## src/rtl/ysyx_23060208_mem_arbiter.sv

```systemverilog
// Two-master (IFU read-only, LSU read/write) to one-slave AXI-lite arbiter, one whole transaction per grant.
// Optional macro ARB_RR_EN: round-robin IFU/LSU arbitration with a last-grant pointer instead of fixed priority.
module ysyx_23060208_mem_arbiter #(
  parameter int DATA_WIDTH = 32,
  parameter int STRB_WIDTH = 3
) (
  input  logic                  clk,
  input  logic                  rst,
  // IFU read port
  input  logic [DATA_WIDTH-1:0] ifu_araddr,
  input  logic                  ifu_arvalid,
  output logic                  ifu_arready,
  output logic [DATA_WIDTH-1:0] ifu_rdata,
  output logic [1:0]            ifu_rresp,
  output logic                  ifu_rvalid,
  input  logic                  ifu_rready,
  // LSU read port
  input  logic [DATA_WIDTH-1:0] lsu_araddr,
  input  logic                  lsu_arvalid,
  output logic                  lsu_arready,
  output logic [DATA_WIDTH-1:0] lsu_rdata,
  output logic [1:0]            lsu_rresp,
  output logic                  lsu_rvalid,
  input  logic                  lsu_rready,
  // LSU write port
  input  logic [DATA_WIDTH-1:0] lsu_awaddr,
  input  logic                  lsu_awvalid,
  output logic                  lsu_awready,
  input  logic [DATA_WIDTH-1:0] lsu_wdata,
  input  logic [STRB_WIDTH-1:0] lsu_wstrb,
  input  logic                  lsu_wvalid,
  output logic                  lsu_wready,
  output logic [1:0]            lsu_bresp,
  output logic                  lsu_bvalid,
  input  logic                  lsu_bready,
  // slave read side
  output logic [DATA_WIDTH-1:0] s_araddr,
  output logic                  s_arvalid,
  input  logic                  s_arready,
  input  logic [DATA_WIDTH-1:0] s_rdata,
  input  logic [1:0]            s_rresp,
  input  logic                  s_rvalid,
  output logic                  s_rready,
  // slave write side
  output logic [DATA_WIDTH-1:0] s_awaddr,
  output logic                  s_awvalid,
  input  logic                  s_awready,
  output logic [DATA_WIDTH-1:0] s_wdata,
  output logic [STRB_WIDTH-1:0] s_wstrb,
  output logic                  s_wvalid,
  input  logic                  s_wready,
  input  logic [1:0]            s_bresp,
  input  logic                  s_bvalid,
  output logic                  s_bready,
  output logic                  arb_busy
);

  typedef enum logic [1:0] {
    IDLE   = 2'd0,
    RD_IFU = 2'd1,
    RD_LSU = 2'd2,
    WR_LSU = 2'd3
  } state_t;

  state_t state_r;
  state_t state_s;
  state_t lsu_grant_s;
  logic   ar_done_r;
  logic   aw_done_r;
  logic   w_done_r;
  logic   wr_resp_s;
  logic   ar_hs_s;
  logic   aw_hs_s;
  logic   w_hs_s;
  logic   r_hs_s;
  logic   b_hs_s;

  assign ar_hs_s     = s_arvalid & s_arready;
  assign aw_hs_s     = s_awvalid & s_awready;
  assign w_hs_s      = s_wvalid & s_wready;
  assign r_hs_s      = s_rvalid & s_rready;
  assign b_hs_s      = s_bvalid & s_bready;
  assign wr_resp_s   = aw_done_r & w_done_r;
  assign lsu_grant_s = lsu_awvalid ? WR_LSU : RD_LSU;
  assign arb_busy    = (state_r != IDLE);

`ifdef ARB_RR_EN
  logic last_ifu_r;

  // Last-grant pointer: records which master completed most recently.
  always_ff @(posedge clk) begin
    if (rst) begin
      last_ifu_r <= 1'b1;
    end else if (state_r == RD_IFU && r_hs_s) begin
      last_ifu_r <= 1'b1;
    end else if ((state_r == RD_LSU && r_hs_s) || (state_r == WR_LSU && b_hs_s)) begin
      last_ifu_r <= 1'b0;
    end else begin
      last_ifu_r <= last_ifu_r;
    end
  end
`endif

  // Next-state logic: arbitration in IDLE, completion detection elsewhere.
  always_comb begin
    state_s = state_r;
    case (state_r)
      IDLE: begin
`ifdef ARB_RR_EN
        // LSU wins only when IFU is idle or was the last master served
        if ((lsu_awvalid | lsu_arvalid) && (!ifu_arvalid || last_ifu_r)) begin
          state_s = lsu_grant_s;
        end else if (ifu_arvalid) begin
          state_s = RD_IFU;
        end else begin
          state_s = IDLE;
        end
`else
        if (lsu_awvalid | lsu_arvalid) begin
          state_s = lsu_grant_s;
        end else if (ifu_arvalid) begin
          state_s = RD_IFU;
        end else begin
          state_s = IDLE;
        end
`endif
      end
      RD_IFU, RD_LSU: state_s = r_hs_s ? IDLE : state_r;
      WR_LSU:         state_s = b_hs_s ? IDLE : state_r;
      default:        state_s = IDLE;
    endcase
  end

  // State register.
  always_ff @(posedge clk) begin
    if (rst) begin
      state_r <= IDLE;
    end else begin
      state_r <= state_s;
    end
  end

  // Per-channel done flags; cleared whenever the transaction ends.
  always_ff @(posedge clk) begin
    if (rst || state_s == IDLE) begin
      ar_done_r <= 1'b0;
      aw_done_r <= 1'b0;
      w_done_r  <= 1'b0;
    end else begin
      ar_done_r <= ar_done_r | ar_hs_s;
      aw_done_r <= aw_done_r | aw_hs_s;
      w_done_r  <= w_done_r | w_hs_s;
    end
  end

  // Channel routing for the granted master; everything else held at zero.
  always_comb begin
    ifu_arready = 1'b0;
    ifu_rdata   = '0;
    ifu_rresp   = 2'b00;
    ifu_rvalid  = 1'b0;
    lsu_arready = 1'b0;
    lsu_rdata   = '0;
    lsu_rresp   = 2'b00;
    lsu_rvalid  = 1'b0;
    lsu_awready = 1'b0;
    lsu_wready  = 1'b0;
    lsu_bresp   = 2'b00;
    lsu_bvalid  = 1'b0;
    s_araddr    = '0;
    s_arvalid   = 1'b0;
    s_rready    = 1'b0;
    s_awaddr    = '0;
    s_awvalid   = 1'b0;
    s_wdata     = '0;
    s_wstrb     = '0;
    s_wvalid    = 1'b0;
    s_bready    = 1'b0;
    case (state_r)
      RD_IFU: begin
        s_araddr    = ifu_araddr;
        s_arvalid   = ifu_arvalid & ~ar_done_r;
        ifu_arready = s_arready & ~ar_done_r;
        ifu_rvalid  = s_rvalid;
        ifu_rdata   = s_rdata;
        ifu_rresp   = s_rresp;
        s_rready    = ifu_rready;
      end
      RD_LSU: begin
        s_araddr    = lsu_araddr;
        s_arvalid   = lsu_arvalid & ~ar_done_r;
        lsu_arready = s_arready & ~ar_done_r;
        lsu_rvalid  = s_rvalid;
        lsu_rdata   = s_rdata;
        lsu_rresp   = s_rresp;
        s_rready    = lsu_rready;
      end
      WR_LSU: begin
        s_awaddr    = lsu_awaddr;
        s_awvalid   = lsu_awvalid & ~aw_done_r;
        lsu_awready = s_awready & ~aw_done_r;
        s_wdata     = lsu_wdata;
        s_wstrb     = lsu_wstrb;
        s_wvalid    = lsu_wvalid & ~w_done_r;
        lsu_wready  = s_wready & ~w_done_r;
        lsu_bvalid  = s_bvalid & wr_resp_s;
        lsu_bresp   = s_bresp;
        s_bready    = lsu_bready & wr_resp_s;
      end
      IDLE: begin
        s_arvalid = 1'b0;
      end
      default: begin
        s_arvalid = 1'b0;
      end
    endcase
  end

endmodule

```

## config.mk

```make
export PLATFORM = sky130hd
export DESIGN_NAME = ysyx_23060208_mem_arbiter
export DESIGN_NICKNAME = d
export VERILOG_FILES = /design/src/rtl/ysyx_23060208_mem_arbiter.sv
export SDC_FILE = /design/constraint.sdc
export NUM_CORES = 1
export LEC_CHECK = 0
export CORE_AREA = 10 10 133 135
export CTS_BUF_LIST = sky130_fd_sc_hd__clkbuf_8
export CTS_CLUSTER_DIAMETER = 50
export DETAILED_ROUTE_END_ITERATION = 8
export DIE_AREA = 0 0 143 145
export GPL_TIMING_DRIVEN = 1
export PLACE_DENSITY = 0.66
export SLEW_MARGIN = 20
export SYNTH_ARGS = -nofsm -noshare
export SYNTH_HDL_FRONTEND = slang
export SYNTH_SLANG_ARGS = --single-unit
```

## constraint.sdc

```tcl
create_clock -name clk -period 1.5 [get_ports clk]
set_input_delay 0.15 -clock clk [delete_from_list [all_inputs] [get_ports clk]]
set_output_delay 0.15 -clock clk [all_outputs]
set_load 0.02 [all_outputs]
```

==> results.yml, run 1 <==
outcome:
  status: "complete, but fails checks"
  violations: "setup timing"
drt:
  wl_mm: 18.0
  wl_met2_mm: 10.0
  ant_nets: 0
  top_layer: "met4"
  drt_pass1_iterations: 4
  vias: 3658
  drt-met1-wl_mm: 5.44
  drt_iter0_drc: 89
  drc_errors: 0
  routed-wl-met3_mm: 2.24
  wl_per_cell_um: 20.6
  vias_per_cell: 4.18
placed_design:
  portBuffers: 362
  pre_cts_slack_ps: -441
  dpl_cell_area_um2: 5880
  place.gp.congestion: 0.845
  place.detailed.hpwl_mm: 13.5
  dp_cells: 823
worst_setup_path:
  crit_fanout: 7
  critical_path_buf_inv_count: 3
  critPathTopFamily: "compound AO/OA/AOI/OAI gates"
  crit_required_ps: 1600
  start_kind: "flop"
  cpPeakStageDelay_ps: 360
  crit_slowest_cell: "dfxtp_4"
  crit_chain: "inv_4, ha_4, buf_12, a22oi_2, buf_4, o21a_1, a21o_1, a31o_1"
  worstSetupPathType: "flop to flop"
  worst_ep_arrival_time_ps: 1810
  r2r_setup_slack_ps: -200
  crit_path_end_kind: "flop"
power_and_ir_drop:
  pwr-share-comb: 0.888
  swShare: 0.398
  seq_power_share: 0.046
  power_density_nw_per_um2: 511
  p_int_mw: 2.18
  p_leak_nw: 3.05
  irDropWorstVdd_mv: 0.272
  p_total_mw: 3.62
  clock_power_share: 0.066
  power.switching_mw: 1.44
sta:
  rsz0062_at_grt: "true"
  fmax_mhz: 587
  tns_ps: -20990
  period_share: 1.14
  slew_violations: 0
  whs_ps: 575
  layout_setup_ws_ps: -203
  finalHoldViolCount: 0
  period_needed_ps: 1700
  worst_pin_slew_ps: 279
  fin_skew_ps: 3.51
  setup_viol: 175
  relSlewSlack: 0.813
die:
  core-area_um2: 15000
  die_h_um: 145
  die_area_um2: 20700
  start_util: 0.123
  ios: 363
  row_count: 45
  die_x_um: 143
min_path:
  hold_class: "flop to flop"
clocking:
  htreeDepth: 1
  numCtsBuffers: 3
  cts_buffer_depth: 2
  cts_hold_buf: 0
  clk_pin_slew_worst_paths_ps: 40
  clk_latency_ps: 220
  cts-root-buf: "clkbuf_8"
  numClockSinks: 5
  cts_tree: "done"
global_routing:
  antenna_found_initial: 0
  grt_pass1_vias: 3972
  grt_overflow: 0
  track_usage: 0.151
  grt_pass1_wl_mm: 24.6
  grt_max_degree: 28
final_layout:
  final_cells: 876
  finish.utilization: 0.471
  drive_gt1_frac: 0.542
  area_growth_pct: 284
  n_antenna_cell: 0
  mostFrequentLayoutCell: "clkdlybuf4s50_1"
  layout_common_cells: "clkdlybuf4s50_1, buf_6, and2_1, buf_4, and2_4"
  nNetsFinal: 875
  stdcell_area_um2: 7080
synth:
  seq_area_frac_synth: 0.0543
  synth_area_per_cell_um2: 6.61
  synth.distinct_cells: 27
  syn_nets: 465
  syn-instance-count: 279
  synth-seq-cells: 5
  synth_area_um2: 1840
  ys_warn_count: 0
run:
  drv_cap: 0
final timing paths:
| path | startpoint | end | depth (start not counted) |
|---|---|---|---|
| max | state_r[0] | state_r[0] | 8 |
| min | ar_done_r | ar_done_r | 2 |
| max reg2reg | state_r[0] | state_r[0] | 8 |
| min reg2reg | ar_done_r | ar_done_r | 2 |
logic make-up (layout without fill, tap and decap cells):
logic type,Yosys count,count (layout),synth area share
adder cells (fa/ha/maj),5,5,0.0339
flip-flops,5,5,0.0543
AO/OA/AOI/OAI,47,47,0.189
AND/OR/NAND/NOR,189,189,0.644
buffers and inverters,32,441,0.0726
multiplexers,1,1,0.00611
cell usage after synthesis (all sizes together):
library cell | number | area (um^2)
nand2b | 1 | 6.26
a31oi | 3 | 18.8
nor2 | 4 | 15.0
a22oi | 33 | 253
and2 | 139 | 870
and4 | 2 | 17.5
o21ai | 1 | 5.00
a21oi | 3 | 15.0
a211oi | 1 | 7.51
buf | 9 | 47.6
inv | 5 | 18.8
dfxtp | 5 | 100
a31o | 2 | 17.5
mux2 | 1 | 11.3
o21a | 1 | 7.51
and3b | 6 | 52.6
nand2 | 1 | 3.75
clkbuf | 18 | 67.6
nor2b | 34 | 213
ha | 5 | 62.6
o2bb2ai | 1 | 8.76
nand4 | 1 | 6.26
o21bai | 1 | 7.51
a21o | 1 | 7.51
nor3 | 1 | 5.00
timing repair:
item                       CTS  global route
pin swaps                    7            20
setup buffers               14            22
gates cloned                10             7
resized for setup          875           186
setup endpoints to repair  186           186
sequential cells by signal, summed over array words and instances (netlist names):
register and cells:
state_r 2, ar_done_r 1, aw_done_r 1, w_done_r 1
layer usage:
metal,global-route usage,vias up
met1,0.125,1668
met3,0.0792,18
met4,0.0289,0
met5,0,-
met2,0.302,227
li1,-,1745
area by class of cell:
type	instances	area, um^2
Clock buffer	3	41.3
Clock inverter	1	3.75
Fill cell	1393	7950
Inverter	5	23.8
Multi-Input combinational cell	242	2030
Sequential cell	5	108
Tap cell	188	235
Timing Repair Buffer	432	4640
power groups by stage:
stage | Combinational, mW | Clock [mW] | Sequential [mW]
floorplan | 1.04 | 0 | 0.156
global placement | 2.37 | 0 | 0.155
detailed placement | 2.40 | 0 | 0.156
CTS | 2.96 | 0.247 | 0.164
global route | 3.38 | 0.260 | 0.166
finish | 3.21 | 0.240 | 0.165
tightest hold or removal path: stages, from the launching register on:
cell and delay (ps):
dfxtp_1 370, a31oi_1 70, a21oi_1 100
(Power assumes the default switching activity.)
==> run 2, diff against run 1 <==
- GPL_TIMING_DRIVEN: 1 -> unset
- MAX_ROUTING_LAYER: unset -> met4
==> results.yml, run 2 (synthesis results as in run 1) <==
clocking:
  cts_hold_buf: 0
  clk_latency_ps: 220
  cts_buffer_depth: 2
  numClockSinks: 5
  cts_tree: "done"
  numCtsBuffers: 3
  cts-root-buf: "clkbuf_8"
  htreeDepth: 1
  clk_pin_slew_worst_paths_ps: 40
sta:
  finalHoldViolCount: 0
  slew_violations: 0
  layout_setup_ws_ps: -203
  worst_pin_slew_ps: 279
  period_needed_ps: 1700
  fmax_mhz: 587
  setup_viol: 174
  rsz0062_at_grt: "true"
  period_share: 1.14
  whs_ps: 576
  relSlewSlack: 0.813
  fin_skew_ps: 3.42
power_and_ir_drop:
  clock_power_share: 0.068
  seq_power_share: 0.047
  power_density_nw_per_um2: 509
  p_leak_nw: 3.00
  pwr-share-comb: 0.886
  irDropWorstVdd_mv: 0.231
  swShare: 0.401
  power.switching_mw: 1.42
  p_int_mw: 2.12
drt:
  drt_pass1_iterations: 4
  vias: 3623
  drt_iter0_drc: 95
  wl_per_cell_um: 20.6
  vias_per_cell: 4.16
  wl_mm: 17.9
  drc_errors: 0
  ant_nets: 0
min_path:
  hp-start: "ar_done_r"
  hold_class: "flop to flop"
die:
  core-area_um2: 15000
  start_util: 0.123
  row_count: 45
  die_area_um2: 20700
  die_x_um: 143
  ios: 363
  die_h_um: 145
global_routing:
  track_usage: 0.155
  grt_pass1_vias: 4002
  grt_max_degree: 28
  grt_pass1_wl_mm: 24.4
  antenna_found_initial: 0
  grt_overflow: 0
worst_setup_path:
  worstSetupPathType: "flop to output pin"
  worst_ep_arrival_time_ps: 1550
  start_kind: "flop"
  crit_required_ps: 1350
  worstSetupStartpoint: "state_r[0]"
  crit_fanout: 11
  worstReg2RegStart: "state_r[0]"
  crit_path_end_kind: "output pin"
final_layout:
  largest_register_ffs: 2
  stdcell_area_um2: 6970
  mostFrequentLayoutCell: "clkdlybuf4s50_1"
  largest-register: "state_r"
  finish.utilization: 0.463
  drive_gt1_frac: 0.528
  nNetsFinal: 869
  n_antenna_cell: 0
  area_growth_pct: 278
  layout_common_cells: "clkdlybuf4s50_1, buf_6, and2_1, buf_4, and2_4"
placed_design:
  place.gp.congestion: 0.858
  dpl_cell_area_um2: 5880
  place.detailed.hpwl_mm: 13.5
  portBuffers: 362
outcome:
  status: "complete, but fails checks"
  violations: "setup timing"
run:
  drv_cap: 0
==> run 2: cell types whose count changed in the layout (fill, tap and decap cells not counted) <==
| cell | change |
|---|---|
| clkbuf_2 | -1 |
| buf_6 | -11 |
| buf_2 | +5 |
| and2_1 | +6 |
| and2_4 | -6 |
| clkdlybuf4s15_2 | +2 |
| a22oi_2 | -1 |
| a22oi_1 | +1 |
| buf_8 | -1 |
==> run 2: worst max-delay path, cell delays in order, from the launching register on <==
cell and delay [ps]:
dfxtp_4 370, inv_4 60, ha_4 200, buf_4 150, buf_12 150, a22oi_2 220, nor2b_4 60, buf_6 130
==> run 2: layout make-up <==
cell class	instances	area [um^2]
fillers	1402	8070
multi-input cells	242	2010
well taps	188	235
clock buffers	3	41.3
inverters	5	23.8
clock inverters	1	3.75
repair buffers	426	4540
flip-flops and latches	5	108
==> run 2: final timing paths <==
check	end	slack (ps)	depth (start not counted)
setup / recovery	s_araddr[18]	-200	7
setup reg to reg	state_r[0]	-200	8
hold / removal	ar_done_r	580	2
hold reg to reg	ar_done_r	580	2
==> run 2: per-stage QoR <==
step                      worst slack (ps)  power [mW]  cells  setup TNS [ps]
after CTS                             -209        3.37    851          -21670
after detailed placement              -441        2.56    823          -64060
after floorplan                       33.7        1.20    279               0
after global routing                  -263        3.73    870          -30460
after global placement                -362        2.52    823          -54400
final                                 -203        3.55    870          -21890
==> run 2: what timing repair did <==
item                                    CTS  global route
resized for setup                       875           158
endpoints found under the setup margin  186           186
cloned                                   10             8
pin swaps                                 7            17
buffers inserted                         14            15
==> run 2: routing by layer <==
metal	vias to the layer above	share of wire	global-route usage
met4	0	0.018	0.0289
li1	1730	-	-
met5	-	0	-
met3	18	0.098	0.0600
met2	226	0.55	0.302
met1	1649	0.33	0.136
==> run 2: power by group through the flow <==
stage / registers (mW) / clock network [mW] / logic [mW]
after detailed placement: 0.156 / 0 / 2.40
final: 0.165 / 0.240 / 3.14
after CTS: 0.164 / 0.247 / 2.96
after floorplan: 0.156 / 0 / 1.04
after global placement: 0.155 / 0 / 2.37
after global routing: 0.166 / 0.259 / 3.31
